[src/rtl/uart_baud_pkg.sv]
// Shared types and constants for the multi-channel UART baud generator.
// Optional mid-bit sample pulse is enabled by defining UART_BAUD_SAMPLE_EN.
package uart_baud_pkg;

   // Widest divisor fields carried on the internal config bus
   localparam int CNT_W_MAX  = 32;
   localparam int FRAC_W_MAX = 8;

   // Legal oversample range (must also be a power of two)
   localparam int OS_MIN = 4;
   localparam int OS_MAX = 32;

   // Divisor record; fields are zero-extended from the instance widths
   typedef struct packed {
      logic [CNT_W_MAX-1:0]  int_div;
      logic [FRAC_W_MAX-1:0] frac_div;
   } baud_cfg_t;

   // Channel-select width; a single channel still needs one select bit
   function automatic int ch_w(input int n);
      return (n <= 1) ? 1 : $clog2(n);
   endfunction

   function automatic bit os_legal(input int n);
      return (n >= OS_MIN) && (n <= OS_MAX) && ((n & (n - 1)) == 0);
   endfunction

endpackage

[src/rtl/uart_baud_chan.sv]
// One baud channel: integer down-counter, fractional error accumulator,
// oversample counter and an active/shadow divisor pair with a pending flag.
// Optional mid-bit sample pulse is enabled by defining UART_BAUD_SAMPLE_EN.
module uart_baud_chan
   import uart_baud_pkg::*;
#(
   parameter int CNT_W      = 13,
   parameter int FRAC_W     = 3,
   parameter int OVERSAMPLE = 16
) (
   input  logic      clk,
   input  logic      aresetn,
   input  logic      en_i,
   input  logic      wr_i,
   input  baud_cfg_t cfg_i,
   output logic      pend_o,
   output logic      tick_o,
   output logic      xmit_o,
   output logic      sample_o
);

   localparam int OS_W = $clog2(OVERSAMPLE);
   localparam int FS_W = FRAC_W_MAX + 1;
   localparam int IS_W = CNT_W_MAX + 1;
   localparam logic [OS_W-1:0] OS_LAST = OS_W'(OVERSAMPLE - 1);

   logic [CNT_W-1:0]  cnt_q, cnt_d;
   logic [FRAC_W-1:0] acc_q, acc_d;
   logic [OS_W-1:0]   os_q, os_d;
   baud_cfg_t         act_q, act_d;
   baud_cfg_t         sh_q, sh_d;
   logic              pend_q, pend_d;
   logic              tick_q, tick_d;
   logic              xmit_q, xmit_d;
   logic [FS_W-1:0]   frac_sum;
   logic [IS_W-1:0]   int_sum;
   logic              carry;

`ifdef UART_BAUD_SAMPLE_EN
   localparam logic [OS_W-1:0] OS_MID = OS_W'(OVERSAMPLE / 2 - 1);
   logic sample_q, sample_d;
`endif

   // Next-state: reload on cnt==0, count down otherwise, park when disabled
   always_comb begin
      cnt_d  = cnt_q;
      acc_d  = acc_q;
      os_d   = os_q;
      act_d  = act_q;
      sh_d   = sh_q;
      pend_d = pend_q;
      tick_d = 1'b0;
      xmit_d = 1'b0;
`ifdef UART_BAUD_SAMPLE_EN
      sample_d = 1'b0;
`endif
      // Wide sums: any bit above the instance width is the carry / overflow
      frac_sum = {1'b0, act_q.frac_div} + FS_W'(acc_q);
      carry    = |frac_sum[FS_W-1:FRAC_W];
      int_sum  = {1'b0, act_q.int_div} + IS_W'(carry);

      // Pending blocks a second write, so shadow load and pend clear never collide
      if (wr_i && !pend_q) begin
         sh_d   = cfg_i;
         pend_d = 1'b1;
      end

      if (!en_i) begin
         cnt_d = '0;
         acc_d = '0;
         os_d  = '0;
         if (pend_q) begin
            act_d  = sh_q;
            pend_d = 1'b0;
         end
      end else if (cnt_q != '0) begin
         cnt_d = cnt_q - 1'b1;
      end else begin
         // Reload uses the old active divisor; a pending shadow lands for the next one
         tick_d = 1'b1;
         os_d   = os_q + 1'b1;
         acc_d  = frac_sum[FRAC_W-1:0];
         cnt_d  = (|int_sum[IS_W-1:CNT_W]) ? '1 : int_sum[CNT_W-1:0];
         xmit_d = (os_q == OS_LAST);
`ifdef UART_BAUD_SAMPLE_EN
         sample_d = (os_q == OS_MID);
`endif
         if (pend_q) begin
            act_d  = sh_q;
            pend_d = 1'b0;
         end
      end
   end

   // State and registered pulses, cleared asynchronously
   always_ff @(posedge clk or negedge aresetn) begin
      if (!aresetn) begin
         cnt_q  <= '0;
         acc_q  <= '0;
         os_q   <= '0;
         act_q  <= '0;
         sh_q   <= '0;
         pend_q <= 1'b0;
         tick_q <= 1'b0;
         xmit_q <= 1'b0;
      end else begin
         cnt_q  <= cnt_d;
         acc_q  <= acc_d;
         os_q   <= os_d;
         act_q  <= act_d;
         sh_q   <= sh_d;
         pend_q <= pend_d;
         tick_q <= tick_d;
         xmit_q <= xmit_d;
      end
   end

`ifdef UART_BAUD_SAMPLE_EN
   // Mid-bit receive sample pulse
   always_ff @(posedge clk or negedge aresetn) begin
      if (!aresetn) sample_q <= 1'b0;
      else          sample_q <= sample_d;
   end
   assign sample_o = sample_q;
`else
   assign sample_o = 1'b0;
`endif

   assign pend_o = pend_q;
   assign tick_o = tick_q;
   assign xmit_o = xmit_q;

endmodule

[src/rtl/uart_baud_gen_mc.sv]
// Multi-channel fractional baud generator: config decode, cfg_ready mux and
// one uart_baud_chan per channel.
// Optional mid-bit sample pulse is enabled by defining UART_BAUD_SAMPLE_EN.
module uart_baud_gen_mc
   import uart_baud_pkg::*;
#(
   parameter  int CHANNELS   = 2,
   parameter  int CNT_W      = 13,
   parameter  int FRAC_W     = 3,
   parameter  int OVERSAMPLE = 16,
   localparam int CH_W       = ch_w(CHANNELS)
) (
   input  logic                clk,
   input  logic                aresetn,
   input  logic [CHANNELS-1:0] chan_en_i,
   input  logic                cfg_valid_i,
   output logic                cfg_ready_o,
   input  logic [CH_W-1:0]     cfg_chan_i,
   input  logic [CNT_W-1:0]    cfg_int_i,
   input  logic [FRAC_W-1:0]   cfg_frac_i,
   output logic [CHANNELS-1:0] baud_tick_o,
   output logic [CHANNELS-1:0] xmit_pulse_o,
   output logic [CHANNELS-1:0] sample_pulse_o
);

   if (!os_legal(OVERSAMPLE) || CHANNELS < 1 || CHANNELS > 16 ||
       FRAC_W < 1 || FRAC_W > FRAC_W_MAX || CNT_W < 1 || CNT_W > CNT_W_MAX) begin : g_bad_param
      $error("uart_baud_gen_mc: illegal parameter set");
   end

   baud_cfg_t           cfg_bus;
   logic [CHANNELS-1:0] pend;
   logic [CHANNELS-1:0] wr_en;

   assign cfg_bus.int_div  = CNT_W_MAX'(cfg_int_i);
   assign cfg_bus.frac_div = FRAC_W_MAX'(cfg_frac_i);

   // Ready follows the addressed channel; unmapped channels accept and drop
   always_comb begin
      cfg_ready_o = 1'b1;
      wr_en       = '0;
      for (int i = 0; i < CHANNELS; i++) begin
         if (cfg_chan_i == CH_W'(i)) begin
            cfg_ready_o = ~pend[i];
            wr_en[i]    = cfg_valid_i & ~pend[i];
         end
      end
   end

   for (genvar g = 0; g < CHANNELS; g++) begin : g_chan
      uart_baud_chan #(
         .CNT_W      (CNT_W),
         .FRAC_W     (FRAC_W),
         .OVERSAMPLE (OVERSAMPLE)
      ) u_chan (
         .clk      (clk),
         .aresetn  (aresetn),
         .en_i     (chan_en_i[g]),
         .wr_i     (wr_en[g]),
         .cfg_i    (cfg_bus),
         .pend_o   (pend[g]),
         .tick_o   (baud_tick_o[g]),
         .xmit_o   (xmit_pulse_o[g]),
         .sample_o (sample_pulse_o[g])
      );
   end

endmodule

[config.mk]
export PLATFORM = sky130hd
export DESIGN_NAME = uart_baud_gen_mc
export DESIGN_NICKNAME = d
export VERILOG_FILES = /design/src/rtl/uart_baud_pkg.sv /design/src/rtl/uart_baud_chan.sv /design/src/rtl/uart_baud_gen_mc.sv
export SDC_FILE = /design/constraint.sdc
export NUM_CORES = 1
export LEC_CHECK = 0
export BUFFER_PORTS_ARGS = -buffer_cell sky130_fd_sc_hd__clkbuf_2
export CAP_MARGIN = 10
export CORE_UTILIZATION = 25
export CTS_CLUSTER_SIZE = 8
export DETAILED_ROUTE_END_ITERATION = 7
export GPL_TIMING_DRIVEN = 0
export PLACE_DENSITY = 0.48
export SLEW_MARGIN = 20
export SYNTH_ARGS = -nofsm -noshare
export SYNTH_HDL_FRONTEND = slang
export SYNTH_SLANG_ARGS = --single-unit
[constraint.sdc]
create_clock -name clk -period 2.8 [get_ports clk]
set_input_delay 0.56 -clock clk [delete_from_list [all_inputs] [get_ports clk]]
set_output_delay 0.56 -clock clk [all_outputs]
set_load 0.005 [all_outputs]
== Yosys cells after proc, flatten, opt, wreduce, memory -nomap -nowiden ==
Index checks and enable logic that the tools add are counted.

* Flip-flop bits (word level): 158
* Bits of input ports: 22
* Output and inout bits: 7
* Word-level logic and storage cells: 85

* $add $sub $neg: 8
* Equality and inequality tests: 4
* Muxes and demuxes: 39
* Bitwise logic cells: 4
* Reductions and logical operators: 10

{| class="wikitable"
|+ Operators by type and width
! cell !! count
|-
| two-way mux 40 bit || 6
|-
| two-way mux 13 bit || 6
|-
| adder 32 x 1 -> 33 bit || 2
|-
| OR reduction 20 bit || 2
|-
| nonzero test 13 bit || 2
|-
| subtractor 13 x 1 -> 13 bit, second input constant || 2
|-
| two-way mux 1 bit || 19
|-
| adder 8 x 3 -> 9 bit || 2
|-
| two-way mux 4 bit || 4
|-
| two-way mux 3 bit || 4
|-
| OR reduction 6 bit || 2
|-
| adder 4 x 1 -> 4 bit, second input constant || 2
|-
| equality test 4 bit, second input constant || 2
|-
| inequality test 2 bit, second input constant || 2
|-
| AND 1 bit || 2
|-
| logical AND 1 bit || 2
|-
| logical NOT 1 bit || 2
|-
| NOT 1 bit || 2
|}

== Depth between registers and ports, before layout ==
Gate-level depths: netlist of the first run.

* Depth in word-level cells: 8
* Mapped depth: 9
* Gate-level depth less buffers: 9

== By module ==
Synthesis of the first run repeated with hierarchy kept, for this count alone.

* Cell total of the unflattened synthesis: 836
* Area total of the unflattened synthesis: 9884.5 um^2

{| class="wikitable"
|+ By module, submodules not included
! module !! times used !! cells each !! area each (um^2)
|-
| uart_baud_chan || 2 || 416 || 4927.2
|-
| uart_baud_gen_mc || 1 || 4 || 30.0
|}

== Worst setup path before layout of the first run ==
OpenSTA, ideal clock, no wires.

* Path kind: register to register
* Start point: register g_chan[0].u_chan.cnt_q[0]
* End point: register g_chan[0].u_chan.os_q[3]
* Arrival time: 2207 ps
* Setup slack: 515 ps
* Cell stages (with the launch flop): 8
* Path through: dfrtp_1 > inv_1 > ha_1 > or3b_2 > or4_1 > buf_2 > or3_1 > a21oi_1

* Longest elaborated chain between the ends: 2

{| class="wikitable"
|+ RTL lines
! element !! RTL line !! text
|-
| from (decl) || uart_baud_chan.sv:27 || <nowiki>logic [CNT_W-1:0] cnt_q, cnt_d;</nowiki>
|-
| from (signal assigned) || uart_baud_chan.sv:107 || <nowiki>cnt_q <= cnt_d;</nowiki>
|-
| nonzero test 13 bit || uart_baud_chan.sv:76 || <nowiki>end else if (cnt_q != '0) begin</nowiki>
|-
| inequality test 2 bit (no source line) || - ||
|-
| to (signal assigned) || uart_baud_chan.sv:109 || <nowiki>os_q <= os_d;</nowiki>
|-
| to (decl) || uart_baud_chan.sv:29 || <nowiki>logic [OS_W-1:0] os_q, os_d;</nowiki>
|}

Every way passes these cells.
A chain may end at the register's enable or synchronous reset.

== Worst setup path after layout of the first run ==
* Start point: register g_chan[1].u_chan.cnt_q[0]
* End point: register g_chan[1].u_chan.act_q[14] (netlist name)

* Longest elaborated chain between the ends: 2

{| class="wikitable"
|+ RTL lines
! element !! RTL line !! text
|-
| from (decl) || uart_baud_chan.sv:27 ||
|-
| from (signal assigned) || uart_baud_chan.sv:107 ||
|-
| nonzero test 13 bit || uart_baud_chan.sv:76 ||
|-
| inequality test 2 bit (no source line) || - ||
|-
| to (signal assigned) || uart_baud_chan.sv:110 || <nowiki>act_q <= act_d;</nowiki>
|-
| to (decl) || uart_baud_chan.sv:30 || <nowiki>baud_cfg_t act_q, act_d;</nowiki>
|}

Every way passes these cells.

==> results of run 1 <==
-- cell families after synthesis --
kind of cell / Yosys count / share of synthesized area
simple gates: 119 / 0.118
flops: 110 / 0.514
compound gates: 71 / 0.0947
mux: 70 / 0.146
buf+inv: 33 / 0.0292
xor+xnor: 32 / 0.0524
fa+ha+maj: 18 / 0.0449
other cells: 1 / 0.000701
-- flip-flops by register name, summed over array words and instances, names as in the netlist --
| name | flops |
|---|---|
| g_chan.u_chan.act_q | 32 |
| g_chan.u_chan.sh_q | 32 |
| g_chan.u_chan.cnt_q | 26 |
| g_chan.u_chan.os_q | 8 |
| g_chan.u_chan.acc_q | 6 |
| g_chan.u_chan.pend_o | 2 |
| g_chan.u_chan.tick_o | 2 |
| g_chan.u_chan.xmit_o | 2 |
-- worst paths after layout --
| kind | to | startpoint | slack, ns | cells past startpoint |
|---|---|---|---|---|
| setup / recovery | g_chan[1].u_chan.act_q[14]$_DFFE_PN0P_ | g_chan[1].u_chan.cnt_q[0]$_DFF_PN0_ | 0.16 | 8 |
| hold / removal | g_chan[0].u_chan.os_q[3]$_DFFE_PN0N_ | aresetn | 0.07 | 1 |
| setup reg to reg | g_chan[1].u_chan.act_q[14]$_DFFE_PN0P_ | g_chan[1].u_chan.cnt_q[0]$_DFF_PN0_ | 0.16 | 8 |
| hold reg to reg | g_chan[1].u_chan.act_q[18]$_DFFE_PN0P_ | g_chan[1].u_chan.sh_q[18]$_DFFE_PN0P_ | 0.50 | 1 |
| max in group asynchronous | g_chan[0].u_chan.sh_q[19]$_DFFE_PN0P_ | aresetn | 2.03 | 2 |
| min in group clk | g_chan[1].u_chan.sh_q[17]$_DFFE_PN0P_ | cfg_int_i[9] | 0.46 | 2 |
-- per-layer routing --
layer | vias to the layer above | track usage
met3 | 12 | 0.0196
met5 | - | 0
met2 | 53 | 0.169
li1 | 1732 | -
met1 | 1848 | 0.163
met4 | 0 | 0.0459
-- synthesized netlist by cell type, drive strengths merged (2+ instances only) --
master	number
nand3	13
a21o	5
xor2	15
o31ai	10
xnor2	17
mux2i	5
or3	6
or2	2
nand4	7
nor3b	4
nor4	8
and4	3
a31o	3
mux2	65
ha	16
inv	11
clkbuf	9
fa	2
o21ai	9
a211oi	12
or3b	2
a21oi	16
o221a	5
nor3	17
nand2	29
a221oi	3
or4	5
buf	12
nor2	18
and3	2
a31oi	2
dfrtp	110
-- power by group --
part           switching (mW)  leakage [nW]  internal [mW]
Sequential              0.565          1.37           2.17
Combinational            1.13          1.14           1.10
Clock                   0.578         0.152          0.779
-- area by class of cell --
cell class | instances | area [sq um] | share of cell area
clock inverters | 6 | 86.3 | 0.0139
multi-input cells | 312 | 2470 | 0.399
inverters | 12 | 45.0 | 0.00728
repair buffers | 25 | 156 | 0.0253
clock buffers | 9 | 225 | 0.0364
plain buffers | 21 | 111 | 0.0180
well taps | 275 | 344 | 0.0556
flip-flops and latches | 110 | 2750 | 0.445
-- through the flow --
stage / cell area [sq um] / setup TNS [ns] / setup WS [ns]
after floorplan: 5360 / 0 / 0.515
after global placement: 5820 / -48.15 / -0.446
after detailed placement: 5860 / -0.00225 / -0.00225
after CTS: 6170 / 0 / 0.109
after global routing: 6190 / -0.0202 / -0.00658
final: 6190 / 0 / 0.163
-- what timing repair did --
action	CTS	global route
endpoints found under the setup margin	8	18
pin swaps	0	1
resized for setup	1	3
-- worst register-to-register path, cell delays in order, from the launching register on --
cell and delay, ns:
dfrtp_1 0.39, inv_1 0.08, ha_1 0.23, nor3b_2 0.20, and4_1 0.15, buf_2 0.19, o21ai_1 0.51, buf_2 0.39
mux2_2 0.38
==> summary.md, run 1 <==
| Metric | Value |
|---|---|
| GR Overflow Total | 0 |
| GRT Util Overall | 0.114 |
| WL/cell | 15.1 microns |
| Post-synth ARST share | 1.00 |
| Hold buffer count at CTS | 0 |
| Num CTS Buffers | 9 |
| Initial Utilization | 0.255 |
| Post CTS Setup Buffer Count | 0 |
| Max_cap viols | 0 |
| Final Skew | 0.00716 ns |
| Met2 Routed Length | 5110 microns |
| Yosys top cell area share | 0.514 |
| Design Power | 6.33 mW |
| Maximum clock insertion buffer count | 2 |
| DR DRC count | 0 |
| Max-slew violation count | 0 |
| Synth Warn # | 0 |
| Overall routed net length | 11600 microns |
| Clock-pin slew of the registers on the worst-case setup and hold paths | 0.07 ns |
| Final setup viols | 0 |
| Synth area leaders | dfrtp_1 51%, mux2_2 14%, ha_1 3.7%, xnor2_1 2.8%, xor2_1 2.5% |
| Worst slew pin tran | 0.703 ns |
| Metal-1 WL | 6010 microns |
| Core ar. | 21000 sq um |
| Placed cell count | 755 |
| F_max | 0.379 GHz |
| Sequential fraction of the synthesis area | 0.514 |
| Ant diodes | 0 |
| Post-synth EDFFs | 0 |
| Via count | 3645 |
| Worst stage delay on the critical path | 0.51 ns |
| Final cell utilization of the core | 0.294 |
| Synth Flop Type | dfrtp_1 |
| Port Buf Inserts | 24 |
| Hold slack | 0.0720 ns |
| Crit path required time | 3.03 ns |
| Top Metal Used | met4 |
| Worst Hold Class | input port to async pin |
| Slowest-stage cell, CP | o21ai_1 |
| Layout fillers | 2160 |
| First-pass GRT wire length | 19700 microns |
| Vias/cell | 4.73 |
| Commonest cells after routing, fill and taps aside | 110 x dfrtp_1, 65 x mux2_2, 29 x nand2_1 |
| Crit path top cell by count | buf_2 |
| Proportion of layout cells with a drive suffix above 1 | 0.275 |
| LEAKAGE | 2.66 nW |
| Critical path, cell by cell | inv_1, ha_1, nor3b_2, and4_1, buf_2, o21ai_1, buf_2, mux2_2 |
| Cell Count, Final, Fillers Out | 770 |
| Tcrit/Tclk final | 0.942 |
| Drt pass-1 iters | 4 |
| P per Cell Area | 1020 nW/um^2 |
| Mapped Area | 5350 sq um |
| Vias in the first global route | 3772 |
| Status | completed |
| Die W | 148 microns |
| Flops & latches, synth | 110 |
| Commonest non-fill, non-tap cell in the layout | dfrtp_1 |
| CP Launch Type | register |
| CP Max Fanout | 10 |
| Synth area leader | dfrtp_1 |
| Gate Count Post-Synth | 454 |
| Die Ht | 148 microns |
| Maximum VDD drop | 0.000383 V |
| Crit end category | register |
| Hpwl dp | 8610 microns |
| CP Buf/Inv Count | 3 |
| Initial DRC count | 149 |
| Largest net degree at the start of global routing | 91 |
| Count of cell types in the netlist | 47 |
| Met3 WL | 317 microns |
| H-tree depth | 3 |
| ANT nets after route | 0 |
| Final hold violations | 0 |
| Data arrival, critical path | 2.87 ns |
| Delay-heaviest family, CP | buffers and inverters |
| CTS tree | done |
| Fin crit period | 2.64 ns |
| Avg Cell Area, Syn | 11.8 sq um |
| Final Net Count | 531 |
| Worst Path Class, Setup | register to register |
| Slew HR | 0.527 |
| Antenna violations before repair | 0 |
| Clock latency on the worst-skew pair | 0.35 ns |
| GPL Wtd Cong | 0.810 |
| Clock Sinks | 110 |
| Die outline area | 22000 sq um |
| Number of top-level pins | 29 |
| Clock root buffer | clkbuf_16 |
| Row count | 53 |
| Area grow syn2layout | 15.7% |
Note: power is estimated with default switching activity, not from simulation.
==> inputs of run 2 (changes only) <==
HOLD_SLACK_MARGIN = 0.15   (was not set)
PLACE_DENSITY = not set   (was 0.48)
PLACE_DENSITY_LB_ADDON = 0.3   (was not set)
==> run 2 against run 1 <==
Compared with the run above: the flow now finishes with violations (DRC); fmax is 0.81% higher; count of clock-buffer cells in the layout is 2 higher; critical path depth stayed put; power is 2.8% lower; via count is 0.16% lower; die area stayed put; core utilization is 0.25 points lower; sequential power hardly changed; combinational power hardly changed; sequential share of layout area is 0.38 points higher; clock skew is 0.0042 ns higher; wire length is 0.45% lower.
==> summary.md, run 2 (same netlist as run 1, synthesis figures left out) <==
| Metric | Value |
|---|---|
| Status | finished with violations |
| Failing checks | DRC |
| GPL Wtd Cong | 0.826 (+2.0%) |
| Initial DRC count | 144 (-3.4%) |
| Number of top-level pins | 29 (unchanged) |
| P per Cell Area | 1000 nW/um^2 (-2.0%) |
| ANT nets after route | 0 (unchanged) |
| GRT Util Overall | 0.112 (-0.00232) |
| Via count | 3639 (-0.16%) |
| Critical path, cell by cell | inv_1, ha_1, nor3b_2, and4_1, buf_2, o21ai_1, buf_2, mux2_2 |
| Die Ht | 148 microns (unchanged) |
| Worst Hold Class | input port to async pin |
| RSZ-0062 raised after global routing | no |
| Worst slew pin tran | 1.06 ns (+0.361 ns) |
| Final Skew | 0.0113 ns (+0.00419 ns) |
| Crit path top cell by count | buf_2 |
| Pint | 3.89 mW (-3.9%) |
| GRT met1 Usage | 0.155 (-0.00807) |
| Cell Count, Final, Fillers Out | 770 (unchanged) |
| F_max | 0.382 GHz (+0.81%) |
| CP Launch Type | register |
| Ant diodes | 0 (unchanged) |
| Initial Utilization | 0.255 (unchanged) |
| Max_cap viols | 0 (unchanged) |
| Crit end category | register |
| Post-cts sizing count | 0 (-1) |
| Overall routed net length | 11600 microns (-0.45%) |
| Placed cell count | 755 (unchanged) |
| LEAKAGE | 2.64 nW (-0.69%) |
| Net Sw Power | 2.26 mW (-0.86%) |
| Commonest non-fill, non-tap cell in the layout | dfrtp_1 |
| Hold buffer count at CTS | 0 (unchanged) |
| Port Buf Inserts | 24 (unchanged) |
| Row count | 53 (unchanged) |
| Clock latency on the worst-skew pair | 0.35 ns (about the same) |
| Final Net Count | 531 (unchanged) |
| Comb pwr share | 0.364 (+0.010) |
| Final hold violations | 0 (unchanged) |
| Post-layout instance area | 6140 sq um (-0.85%) |
| Num CTS Buffers | 9 (unchanged) |
| Area grow syn2layout | 14.7% |
| Largest net degree at the start of global routing | 57 (-37%) |
| WL/cell | 15.0 microns (-0.45%) |
| Fin crit period | 2.62 ns (-0.0213 ns) |
| Vias/cell | 4.73 (-0.16%) |
| Slowest-stage cell, CP | o21ai_1 |
| H-tree depth | 3 (unchanged) |
| CTS tree | done |
| Core ar. | 21000 sq um (unchanged) |
| Post CTS Setup Buffer Count | 0 (unchanged) |
| Maximum VDD drop | 0.000310 V (-19%) |
| Biggest regs | g_chan.u_chan.act_q: 32 flops, g_chan.u_chan.sh_q: 32 flops, g_chan.u_chan.cnt_q: 26 flops |
| Vias in the first global route | 3778 (+0.16%) |
| Clock-pin slew of the registers on the worst-case setup and hold paths | 0.07 ns (about the same) |
| Die W | 148 microns (unchanged) |
| Tcrit/Tclk final | 0.934 (-0.00761) |
| Final setup viols | 0 (unchanged) |
| Hpwl dp | 8670 microns (+0.74%) |
| Cell Area, Placed | 5860 sq um (unchanged) |
| Clock Power Share | 0.191 (-0.023) |
| Antenna violations before repair | 0 (unchanged) |
| Crit path required time | 3.02 ns (about the same) |
| Max-slew violation count | 0 (unchanged) |
| Reg power frac | 0.445 (+0.013) |
| First-pass GRT wire length | 19200 microns (-2.8%) |
| Worst stage delay on the critical path | 0.50 ns (about the same) |
| Sw Share | 0.367 (+0.00725) |
| CP Max Fanout | 10 (unchanged) |
| Proportion of layout cells with a drive suffix above 1 | 0.269 (-0.00606) |
| GR Util met2 | 0.170 (+0.000469) |
| Maximum clock insertion buffer count | 2 (unchanged) |
| Grt met3 use | 0.0166 (-0.00307) |
| Clock root buffer | clkbuf_16 |
| Clock Sinks | 110 (unchanged) |
| Data arrival, critical path | 2.84 ns (-0.03 ns) |
| Drt pass-1 iters | 6 (+2) |
| Commonest cells after routing, fill and taps aside | 110 x dfrtp_1, 65 x mux2_2, 29 x nand2_1 |
| Top Usage Layer GRT | met2 |
| Slew HR | 0.289 (-0.238) |
| DR DRC count | 2 (+2) |
| Worst Path Class, Setup | register to register |
| GR Overflow Total | 0 (unchanged) |
| Die outline area | 22000 sq um (unchanged) |
run 2: changes by cell type in the layout (fill, tap and decap cells not counted), sizes merged:
| cell | before | now |
|---|---|---|
| clkinvlp | 1 | 0 |
| clkbuf | 42 | 44 |
| inv | 12 | 11 |
| bufinv | 2 | 0 |
| clkinv | 3 | 5 |
run 2: critical path, delay by kind of cell, from the launching register on:
family	cells	cell delay, ns
AO/OA/AOI/OAI	1	0.50
flip-flops	1	0.38
buffers and inverters	3	0.64
multiplexers	1	0.37
adder cells (fa/ha/maj)	1	0.24
AND/OR/NAND/NOR	2	0.35
run 2: through the flow:
| stage | hold slack, ns | util | TNS (ns) | setup WS [ns] | total power [mW] |
|---|---|---|---|---|---|
| floorplan | 0.264 | - | 0 | 0.515 | 4.35 |
| global placement | 0.489 | 0.277 | -43.94 | -0.412 | 4.91 |
| detailed placement | 0.492 | 0.279 | 0 | 0.0491 | 5.01 |
| CTS | 0.185 | 0.291 | 0 | 0.0331 | 6.20 |
| global route | 0.209 | 0.292 | 0 | 0.0135 | 6.62 |
| finish | 0.178 | 0.292 | 0 | 0.184 | 6.15 |
run 2: power by group through the flow:
| stage | combinational, mW | clock [mW] | sequential, mW |
|---|---|---|---|
| CTS | 2.25 | 1.22 | 2.74 |
| global route | 2.49 | 1.29 | 2.84 |
| floorplan | 1.76 | 0 | 2.59 |
| detailed placement | 2.24 | 0 | 2.77 |
| global placement | 2.18 | 0 | 2.74 |
| finish | 2.24 | 1.17 | 2.74 |
run 2: per-layer routing:
metal,vias to the layer above,wire [microns]
met1,1828,5790
li1,1732,-
met2,62,5210
met3,17,357
met4,0,215
met5,-,0
run 2: layout make-up:
cell class              instances  area [sq um]
plain buffers                  21           111
flip-flops and latches        110          2750
multi-input cells             312          2460
well taps                     275           344
clock inverters                 4          23.8
fillers                      2133         14900
repair buffers                 25           156
inverters                      12          45.0
clock buffers                  11           243
run 2: final timing paths:
path | start | end | slack (ns) | cells past startpoint
worst max-delay path | g_chan[1].u_chan.cnt_q[0]$_DFF_PN0_ | g_chan[1].u_chan.act_q[18]$_DFFE_PN0P_ | 0.18 | 8
min in group clk | cfg_int_i[6] | g_chan[0].u_chan.sh_q[14]$_DFFE_PN0P_ | 0.47 | 2
worst min-delay path | aresetn | g_chan[1].u_chan.cnt_q[11]$_DFF_PN0_ | 0.18 | 1
worst min register to register | g_chan[1].u_chan.sh_q[20]$_DFFE_PN0P_ | g_chan[1].u_chan.act_q[20]$_DFFE_PN0P_ | 0.50 | 1
worst max register to register | g_chan[1].u_chan.cnt_q[0]$_DFF_PN0_ | g_chan[1].u_chan.act_q[18]$_DFFE_PN0P_ | 0.18 | 8
max in group asynchronous | aresetn | g_chan[0].u_chan.acc_q[0]$_DFFE_PN0N_ | 1.99 | 2
